[src/rtl/host_output_schedule.sv]
// host_output_schedule: read side of the host input queue.
// Drains TS descriptors from the 32-entry TS descriptor RAM (on scheduler request)
// and NTS descriptors from the NTS FIFO, presenting one at a time to the host output
// interface over valid/ready. Also owns the TS slot occupancy bitmap.
// Optional build macro HOST_OUTPUT_SCHEDULE_STAT_EN adds per-source accepted counters.
module host_output_schedule #(
    parameter int NTS_BURST = 4
) (
    input  logic        i_clk,
    input  logic        i_rst_n,
    input  logic        i_ts_descriptor_wr,
    input  logic [4:0]  iv_ts_descriptor_waddr,
    output logic        o_ts_descriptor_rd,
    output logic [4:0]  ov_ts_descriptor_raddr,
    input  logic [12:0] iv_ts_descriptor_rdata,
    input  logic        i_ts_submit_req,
    input  logic [4:0]  iv_ts_submit_addr,
    input  logic        i_nts_fifo_empty,
    output logic        o_nts_fifo_rd,
    input  logic [12:0] iv_nts_fifo_rdata,
    output logic [31:0] ov_ts_cnt,
    output logic        o_desc_valid,
    input  logic        i_desc_ready,
    output logic [8:0]  ov_bufid,
    output logic [3:0]  ov_pkt_inport,
    output logic        o_desc_is_ts,
    output logic        o_free_bufid_wr,
    output logic [8:0]  ov_free_bufid,
    output logic        o_ts_underflow_error_pulse
`ifdef HOST_OUTPUT_SCHEDULE_STAT_EN
    ,
    output logic [15:0] ov_ts_out_cnt,
    output logic [15:0] ov_nts_out_cnt
`endif
);

    localparam int BW = $clog2(NTS_BURST + 1);

    typedef enum logic [1:0] {IDLE, TS_RD, NTS_RD, OUT} state_t;

    state_t         state_reg, state_next;
    logic [31:0]    occ_reg, occ_next;
    logic [31:0]    pending_reg, pending_next;
    logic [BW-1:0]  burst_reg, burst_next;
    logic           run_reg;
    logic           underflow_reg, underflow_next;

    logic           valid_reg;
    logic [8:0]     bufid_reg;
    logic [3:0]     inport_reg;
    logic           is_ts_reg;
    logic           free_wr_reg;
    logic [8:0]     free_bufid_reg;

    logic           ts_rd;
    logic           nts_rd;
    logic [4:0]     ts_idx;
    logic [31:0]    wr_hit, rd_hit, req_hit, req_ok;
    logic [12:0]    rd_data;
    logic           rd_is_free;

    // Per-slot decode of write snoop, read clear and scheduler request
    generate
        for (genvar gi = 0; gi < 32; gi++) begin : g_slot
            assign wr_hit[gi]  = i_ts_descriptor_wr && (iv_ts_descriptor_waddr == 5'(gi));
            assign rd_hit[gi]  = ts_rd && (ts_idx == 5'(gi));
            assign req_hit[gi] = i_ts_submit_req && (iv_ts_submit_addr == 5'(gi));
            // a request is valid if the slot is occupied now or being written this cycle
            assign req_ok[gi]  = req_hit[gi] && (occ_reg[gi] || wr_hit[gi]);
        end
    endgenerate

    // Lowest pending slot index
    always_comb begin
        ts_idx = 5'd0;
        for (int i = 31; i >= 0; i--) begin
            if (pending_reg[i]) begin
                ts_idx = 5'(i);
            end
        end
    end

    // Occupancy / pending next-state: set beats clear on occupancy; pending slots absorb repeats
    always_comb begin
        occ_next       = (occ_reg & ~rd_hit) | wr_hit;
        pending_next   = (pending_reg & ~rd_hit) | (req_ok & ~pending_reg);
        underflow_next = i_ts_submit_req && !(|req_ok);
    end

    // Scheduler FSM next-state and read strobes
    always_comb begin
        state_next = state_reg;
        burst_next = burst_reg;
        ts_rd      = 1'b0;
        nts_rd     = 1'b0;
        case (state_reg)
            IDLE: begin
                // run_reg keeps the strobes low while reset is (or just was) asserted
                if (run_reg) begin
                    if (|pending_reg) begin
                        ts_rd      = 1'b1;
                        burst_next = '0;
                        state_next = TS_RD;
                    end else if (burst_reg == BW'(NTS_BURST)) begin
                        burst_next = '0;
                    end else if (!i_nts_fifo_empty) begin
                        nts_rd     = 1'b1;
                        burst_next = burst_reg + BW'(1);
                        state_next = NTS_RD;
                    end
                end
            end
            TS_RD, NTS_RD: begin
                state_next = rd_is_free ? IDLE : OUT;
            end
            OUT: begin
                if (i_desc_ready) begin
                    state_next = IDLE;
                end
            end
            default: state_next = IDLE;
        endcase
    end

    assign rd_data    = (state_reg == TS_RD) ? iv_ts_descriptor_rdata : iv_nts_fifo_rdata;
    assign rd_is_free = (rd_data[12:9] == 4'hf);

    // Control state registers
    always_ff @(posedge i_clk or negedge i_rst_n) begin
        if (!i_rst_n) begin
            state_reg     <= IDLE;
            occ_reg       <= '0;
            pending_reg   <= '0;
            burst_reg     <= '0;
            run_reg       <= 1'b0;
            underflow_reg <= 1'b0;
        end else begin
            state_reg     <= state_next;
            occ_reg       <= occ_next;
            pending_reg   <= pending_next;
            burst_reg     <= burst_next;
            run_reg       <= 1'b1;
            underflow_reg <= underflow_next;
        end
    end

    // Output descriptor and free-request registers
    always_ff @(posedge i_clk or negedge i_rst_n) begin
        if (!i_rst_n) begin
            valid_reg      <= 1'b0;
            bufid_reg      <= '0;
            inport_reg     <= '0;
            is_ts_reg      <= 1'b0;
            free_wr_reg    <= 1'b0;
            free_bufid_reg <= '0;
        end else begin
            free_wr_reg <= 1'b0;
            if (state_reg == TS_RD || state_reg == NTS_RD) begin
                if (rd_is_free) begin
                    free_wr_reg    <= 1'b1;
                    free_bufid_reg <= rd_data[8:0];
                end else begin
                    valid_reg  <= 1'b1;
                    bufid_reg  <= rd_data[8:0];
                    inport_reg <= rd_data[12:9];
                    is_ts_reg  <= (state_reg == TS_RD);
                end
            end else if (state_reg == OUT && i_desc_ready) begin
                valid_reg <= 1'b0;
            end
        end
    end

`ifdef HOST_OUTPUT_SCHEDULE_STAT_EN
    logic [15:0] ts_out_cnt_reg, nts_out_cnt_reg;

    // Accepted-handshake counters per source, free-running with wrap
    always_ff @(posedge i_clk or negedge i_rst_n) begin
        if (!i_rst_n) begin
            ts_out_cnt_reg  <= '0;
            nts_out_cnt_reg <= '0;
        end else if (valid_reg && i_desc_ready) begin
            if (is_ts_reg) begin
                ts_out_cnt_reg <= ts_out_cnt_reg + 16'd1;
            end else begin
                nts_out_cnt_reg <= nts_out_cnt_reg + 16'd1;
            end
        end
    end

    assign ov_ts_out_cnt  = ts_out_cnt_reg;
    assign ov_nts_out_cnt = nts_out_cnt_reg;
`endif

    assign o_ts_descriptor_rd         = ts_rd;
    assign ov_ts_descriptor_raddr     = ts_rd ? ts_idx : 5'd0;
    assign o_nts_fifo_rd              = nts_rd;
    assign ov_ts_cnt                  = occ_reg;
    assign o_desc_valid               = valid_reg;
    assign ov_bufid                   = bufid_reg;
    assign ov_pkt_inport              = inport_reg;
    assign o_desc_is_ts               = is_ts_reg;
    assign o_free_bufid_wr            = free_wr_reg;
    assign ov_free_bufid              = free_bufid_reg;
    assign o_ts_underflow_error_pulse = underflow_reg;

endmodule

[config.mk]
export PLATFORM = sky130hd
export DESIGN_NAME = host_output_schedule
export DESIGN_NICKNAME = d
export VERILOG_FILES = /design/src/rtl/host_output_schedule.sv
export SDC_FILE = /design/constraint.sdc
export NUM_CORES = 1
export LEC_CHECK = 0
export BUFFER_PORTS_ARGS = -buffer_cell sky130_fd_sc_hd__buf_2
export CAP_MARGIN = 20
export CORE_MARGIN = 4
export CORE_UTILIZATION = 30
export CTS_CLUSTER_DIAMETER = 40
export DETAILED_ROUTE_END_ITERATION = 10
export HOLD_SLACK_MARGIN = 0.15
export MAX_ROUTING_LAYER = met4
export PLACE_DENSITY_LB_ADDON = 0.3
export SLEW_MARGIN = 10
export SYNTH_ARGS = -nofsm -noshare
export SYNTH_HDL_FRONTEND = slang
export SYNTH_SLANG_ARGS = --single-unit
[constraint.sdc]
create_clock -name i_clk -period 3.3 [get_ports i_clk]
set_input_delay 0.165 -clock i_clk [delete_from_list [all_inputs] [get_ports i_clk]]
set_output_delay 0.165 -clock i_clk [all_outputs]
set_load 0.01 [all_outputs]
# Word-level counts from Yosys, hierarchy flattened
# Cells that the tools add are included.
[op_classes] addsub=1 n_mux=57 bitwise_logic=8 n_eq_ne=104 reduce_logical=177
[op_table] operator="$eq 5x5->1 const B" n=48
[op_table] operator="$mux 5" n=33
[op_table] operator="$logic_and 1x1->1" n=130
[op_table] operator="$eq 5x4->1 const B" n=24
[op_table] operator="$and 32x32->32" n=3
[op_table] operator="$not 32->32" n=2
[op_table] operator="$or 32x32->32" n=2
[op_table] operator="$reduce_or 32->1" n=2
[op_table] operator="$eq 5x3->1 const B" n=12
[op_table] operator="$logic_or 1x1->1" n=33
[op_table] operator="$eq 5x2->1 const B" n=6
[op_table] operator="$eq 5x1->1 const B" n=3
[op_table] operator="$logic_not 5->1" n=3
[op_table] operator="$mux 1" n=13
[op_table] operator="$mux 13" n=1
[op_table] operator="$mux 2" n=6
[op_table] operator="$mux 3" n=3
[op_table] operator="$ne 2x2->1 const B" n=3
[op_table] operator="$ne 3x3->1 const B" n=2
[op_table] operator="$pmux 2 s3" n=1
[op_table] operator="$reduce_and 2->1" n=3
[op_table] operator="$eq 2x2->1 const B" n=2
[op_table] operator="$eq 4x4->1 const B" n=1
[op_table] operator="$reduce_and 4->1" n=1
[op_table] operator="10 further kinds" n=10
[totals] register_bits=96 word_cells=359

# Logic depth before layout (Yosys ltp)
[depth] ltp_word=37 ltp_mapped=11

# Worst setup path after synthesis
# Ideal clock, no wire load.
[synth_path] kind="register -> register" from="register pending_reg[1]" to="register state_reg[0]" slack_ps=1009 n_path_buf=2 path_stages_with_launch=9 arrival_time_ps=2166 cell_sequence="dfrtp_1 > buf_6 > nor4_2 > nand4_1 > or4_1 > buf_2 > o21ai_2 > a21oi_2 > mux2_4"
[synth_between] elab_chain_len=4
[synth_rtl] item="start: declaration" line="43" text="logic [31:0] pending_reg, pending_next;"
[synth_rtl] item="start signal: assignment" line="140" text="pending_reg <= pending_next;"
[synth_rtl] item="$reduce_or 32->1 (*)" line="100" text="if (|pending_reg) begin"
[synth_rtl] item="$mux 2" line="100"
[synth_rtl] item="$mux 2" line="99" text="if (run_reg) begin"
[synth_rtl] item="$pmux 2 s3" line="96" text="case (state_reg)"
[synth_rtl] item="end signal: assignment" line="138" text="state_reg <= state_next;"
[synth_rtl] item="end: declaration" line="41" text="state_t state_reg, state_next;"
# Every way passes the cells marked *; elsewhere a longest branch is shown, timed or not. The select of a mux whose other input is x is not followed.
# A chain may end at the register's enable or synchronous reset.

# Final worst setup path
[layout_path] from="register pending_reg[1]" to="output port o_nts_fifo_rd"
[layout_between] elab_chain_len=4
[layout_rtl] item="$reduce_or 32->1" line="100"
[layout_rtl] item="$mux 1" line="100"
[layout_rtl] item="$mux 1" line="99"
[layout_rtl] item="$mux 1" line="96"
[layout_rtl] item="end: declaration" line="19" text="output logic o_nts_fifo_rd,"
# No other way between the ends.

==> flow_summary.toml <==
[clock_network]
clock-sinks = 96
hold_buffers = 17
cts_max_path_buffers = 2
postCtsSetupRepairBufs = 0
cts.clk_slew.worst_paths_ns = 0.07
cts_buffers = 9
htreeDepth = 3
cts.repair.resized = 0
root_buffer = "clkbuf_16"
insertion_delay_ns = 0.35
cts_tree = "built"

[worst_hold_path]
hp-class = "input port to flop"
min_to = "ov_pkt_inport[1]"
whs_path_depth = 3
hp-start = "iv_ts_descriptor_rdata[10]"

[power]
switchingPower_mw = 2.788
power_frac_clock_pct = 17.2
leakagePower_nw = 2.781
powerDensity_nw_per_um2 = 983.5
p_sw_share_pct = 44.52
vdd_drop_max_v = 0.0005328
p_comb_share_pct = 49.7
seqPwrFrac_pct = 33.1
p_int_mw = 3.475

[timing]
whs_ns = 0.1587
final.min_clock_period_ns = 3.004
fin_worst_skew_ns = 0.01355
max-slew-margin-rel_pct = 51.58
worst_slew_pin_slew_ns = 0.7262
rsz0062_at_grt = "false"
slew_violations = 0
hold_viol = 0
setup_tns_ns = 0
setup_viol_count_final = 0
finalCritPeriodShare_pct = 91.04
fmax_mhz = 332.9

[worst_setup_path]
startpoint_type = "flop"
crit_family = "simple AND/OR/NAND/NOR gates"
r2r-start = "pending_reg[1]"
cp.arrival_ns = 2.84
reg2reg_slack_ns = 0.63
r2r-end = "state_reg[0]"
required_ns = 3.13
crit_path_end_kind = "primary output"
critPathLaunch = "pending_reg[1]"
critPathSlowestCell = "or4_1"
crit_type = "flop to primary output"
cp_num_buf_inv = 1
crit_fanout = 9
cpPeakStageDelay_ns = 0.76
reg2reg_depth = 6
cp_cell_sequence = "nor4_2, nand4_1, or4_1, nor2_1, and2_1, buf_2"

[layout]
final_area_um2 = 6369
area_growth_pct = 25.83
layout-drive-gt1-share_pct = 22.46
fill_cells = 1697
antenna_cells = 0
multi_input_area_um2 = 2481
fin_cells = 919
final-seq-area_um2 = 2402
nets = 742
fin_util_pct = 38.40

[route]
detail_route.wirelength_um = 16490
route.detailed.drc = 0
ant_nets = 0
firstDrtPassIters = 5
vias = 5008
drt-initial-drc-count = 414
wl_per_cell_um = 17.94
vias_per_cell = 5.449

[synthesis]
synth.distinct_cells = 61
syn_nets = 618
synthCells = 571
async_flop_share_pct = 100.0
syn_area_um2 = 5061
ys_ff_latch = 96
syn_avg_cell_area_um2 = 8.864
synth_edf_count = 0
ys_warn_count = 0
synthFlopType = "dfrtp_1"
ys_seq_area_share_pct = 47.47

[placement]
dp_hpwl_um = 12460
dpl.cell_count = 887
gp_congestion = 0.9801
place_area_um2 = 5891
port_buffers = 106

[global_routing]
grt_first_pass_wirelength_um = 25670
antenna_found_initial = 0
grt_max_degree = 56
grt_pass1_vias = 4842
groute.usage.overall_pct = 18.07
gr-total-overflow = 0

[die]
design.die.area_um2 = 19010
io_pins = 107
die_y_um = 137.9
core_um2 = 16580
start_util_pct = 30.52
die_width_um = 137.9
std_cell_rows = 47

[run]
maxCapViolations = 0

[run_status]
outcome = "finished, final reports clean"
==> worst reg2reg max path: stages (launching register included) <==
cell and delay (ns):
dfrtp_1 0.48, nor4_2 0.48, nand4_1 0.18, or4_1 0.76, o21ai_2 0.24, a21oi_2 0.09
mux2_4 0.30
==> layer usage <==
metal,routed length (um),up-vias,share of wire (%),track usage [%]
li1,-,2325,-,-
met1,7147,2393,43,23.65
met2,7315,253,44,27.39
met3,1525,37,9.2,4.427
met4,502,0,3.0,6.476
met5,0,-,0,-
==> final cells by class <==
class,instances,share of cell area (%)
multi-input cells,431,38.96
clock buffers,13,4.244
repair buffers,142,13.28
inverters,15,0.8841
well taps,220,4.322
flip-flops and latches,96,37.72
clock inverters,2,0.5894
==> cell families (layout without fill, tap and decap cells) <==
group	count (synthesis)	count (layout)	synth area share, %
AOI/OAI and AO/OA	174	174	20.84
adders and majority gates	5	5	1.236
buffers and inverters	44	172	3.510
DFF	96	96	47.47
muxes	16	16	3.313
other	1	1	0.07409
and+or+nand+nor	235	235	23.56
==> cell usage in the layout (no fill, tap or decap), types with 4 or more instances in the layout <==
master	count
buf_2	105
dfrtp_1	96
a21oi_1	74
nand2_1	72
nor2_1	56
nor3_1	35
o21ai_0	33
a31oi_1	26
buf_4	20
dlygate4sd3_1	17
inv_1	15
mux2i_1	13
nor2b_1	10
nor4_1	10
nand3_1	9
clkbuf_16	9
a211oi_1	7
nand2b_1	5
o41ai_1	5
ha_1	5
or4_1	4
a22o_1	4
nand4_1	4
==> power by group through the flow <==
stage	registers, mW	clock network (mW)	logic, mW
2_1_floorplan	2.13	0	1.75
6_report	2.07	1.08	3.11
3_3_place_gp	2.05	0	3.05
5_1_grt	2.13	1.16	3.39
3_5_place_dp	2.07	0	3.07
4_1_cts	2.07	1.11	3.11
==> how the worst max path moves through the flow <==
stage,end,depth (start not counted),slack (ns)
detailed placement,state_reg[0],6,0.65
floorplan,state_reg[0],8,1.01
global placement,state_reg[0],6,0.71
finish,o_nts_fifo_rd,6,0.30
CTS,o_nts_fifo_rd,6,0.28
global route,o_nts_fifo_rd,6,0.10
==> Yosys cell counts (all sizes together) (6+ instances only) <==
| master | instances | area share [%] |
|---|---|---|
| clkbuf | 23 | 1.7 |
| a211oi | 7 | 1.0 |
| nor2 | 56 | 4.2 |
| dfrtp | 96 | 47 |
| nand2 | 72 | 5.3 |
| nor4 | 14 | 2.6 |
| a31oi | 26 | 3.2 |
| a21oi | 76 | 7.7 |
| mux2i | 13 | 2.6 |
| o21ai | 34 | 3.4 |
| nor2b | 10 | 1.2 |
| inv | 15 | 1.1 |
| buf | 6 | 0.69 |
| nor3 | 36 | 3.7 |
| nand3 | 9 | 0.89 |
==> per-stage QoR <==
stage	power (mW)	setup slack (ns)
after floorplan	3.886	1.009
after global placement	5.103	0.7058
after detailed placement	5.142	0.6517
after CTS	6.276	0.2771
after global routing	6.682	0.1044
final	6.263	0.2957
(Power assumes the default switching activity.)
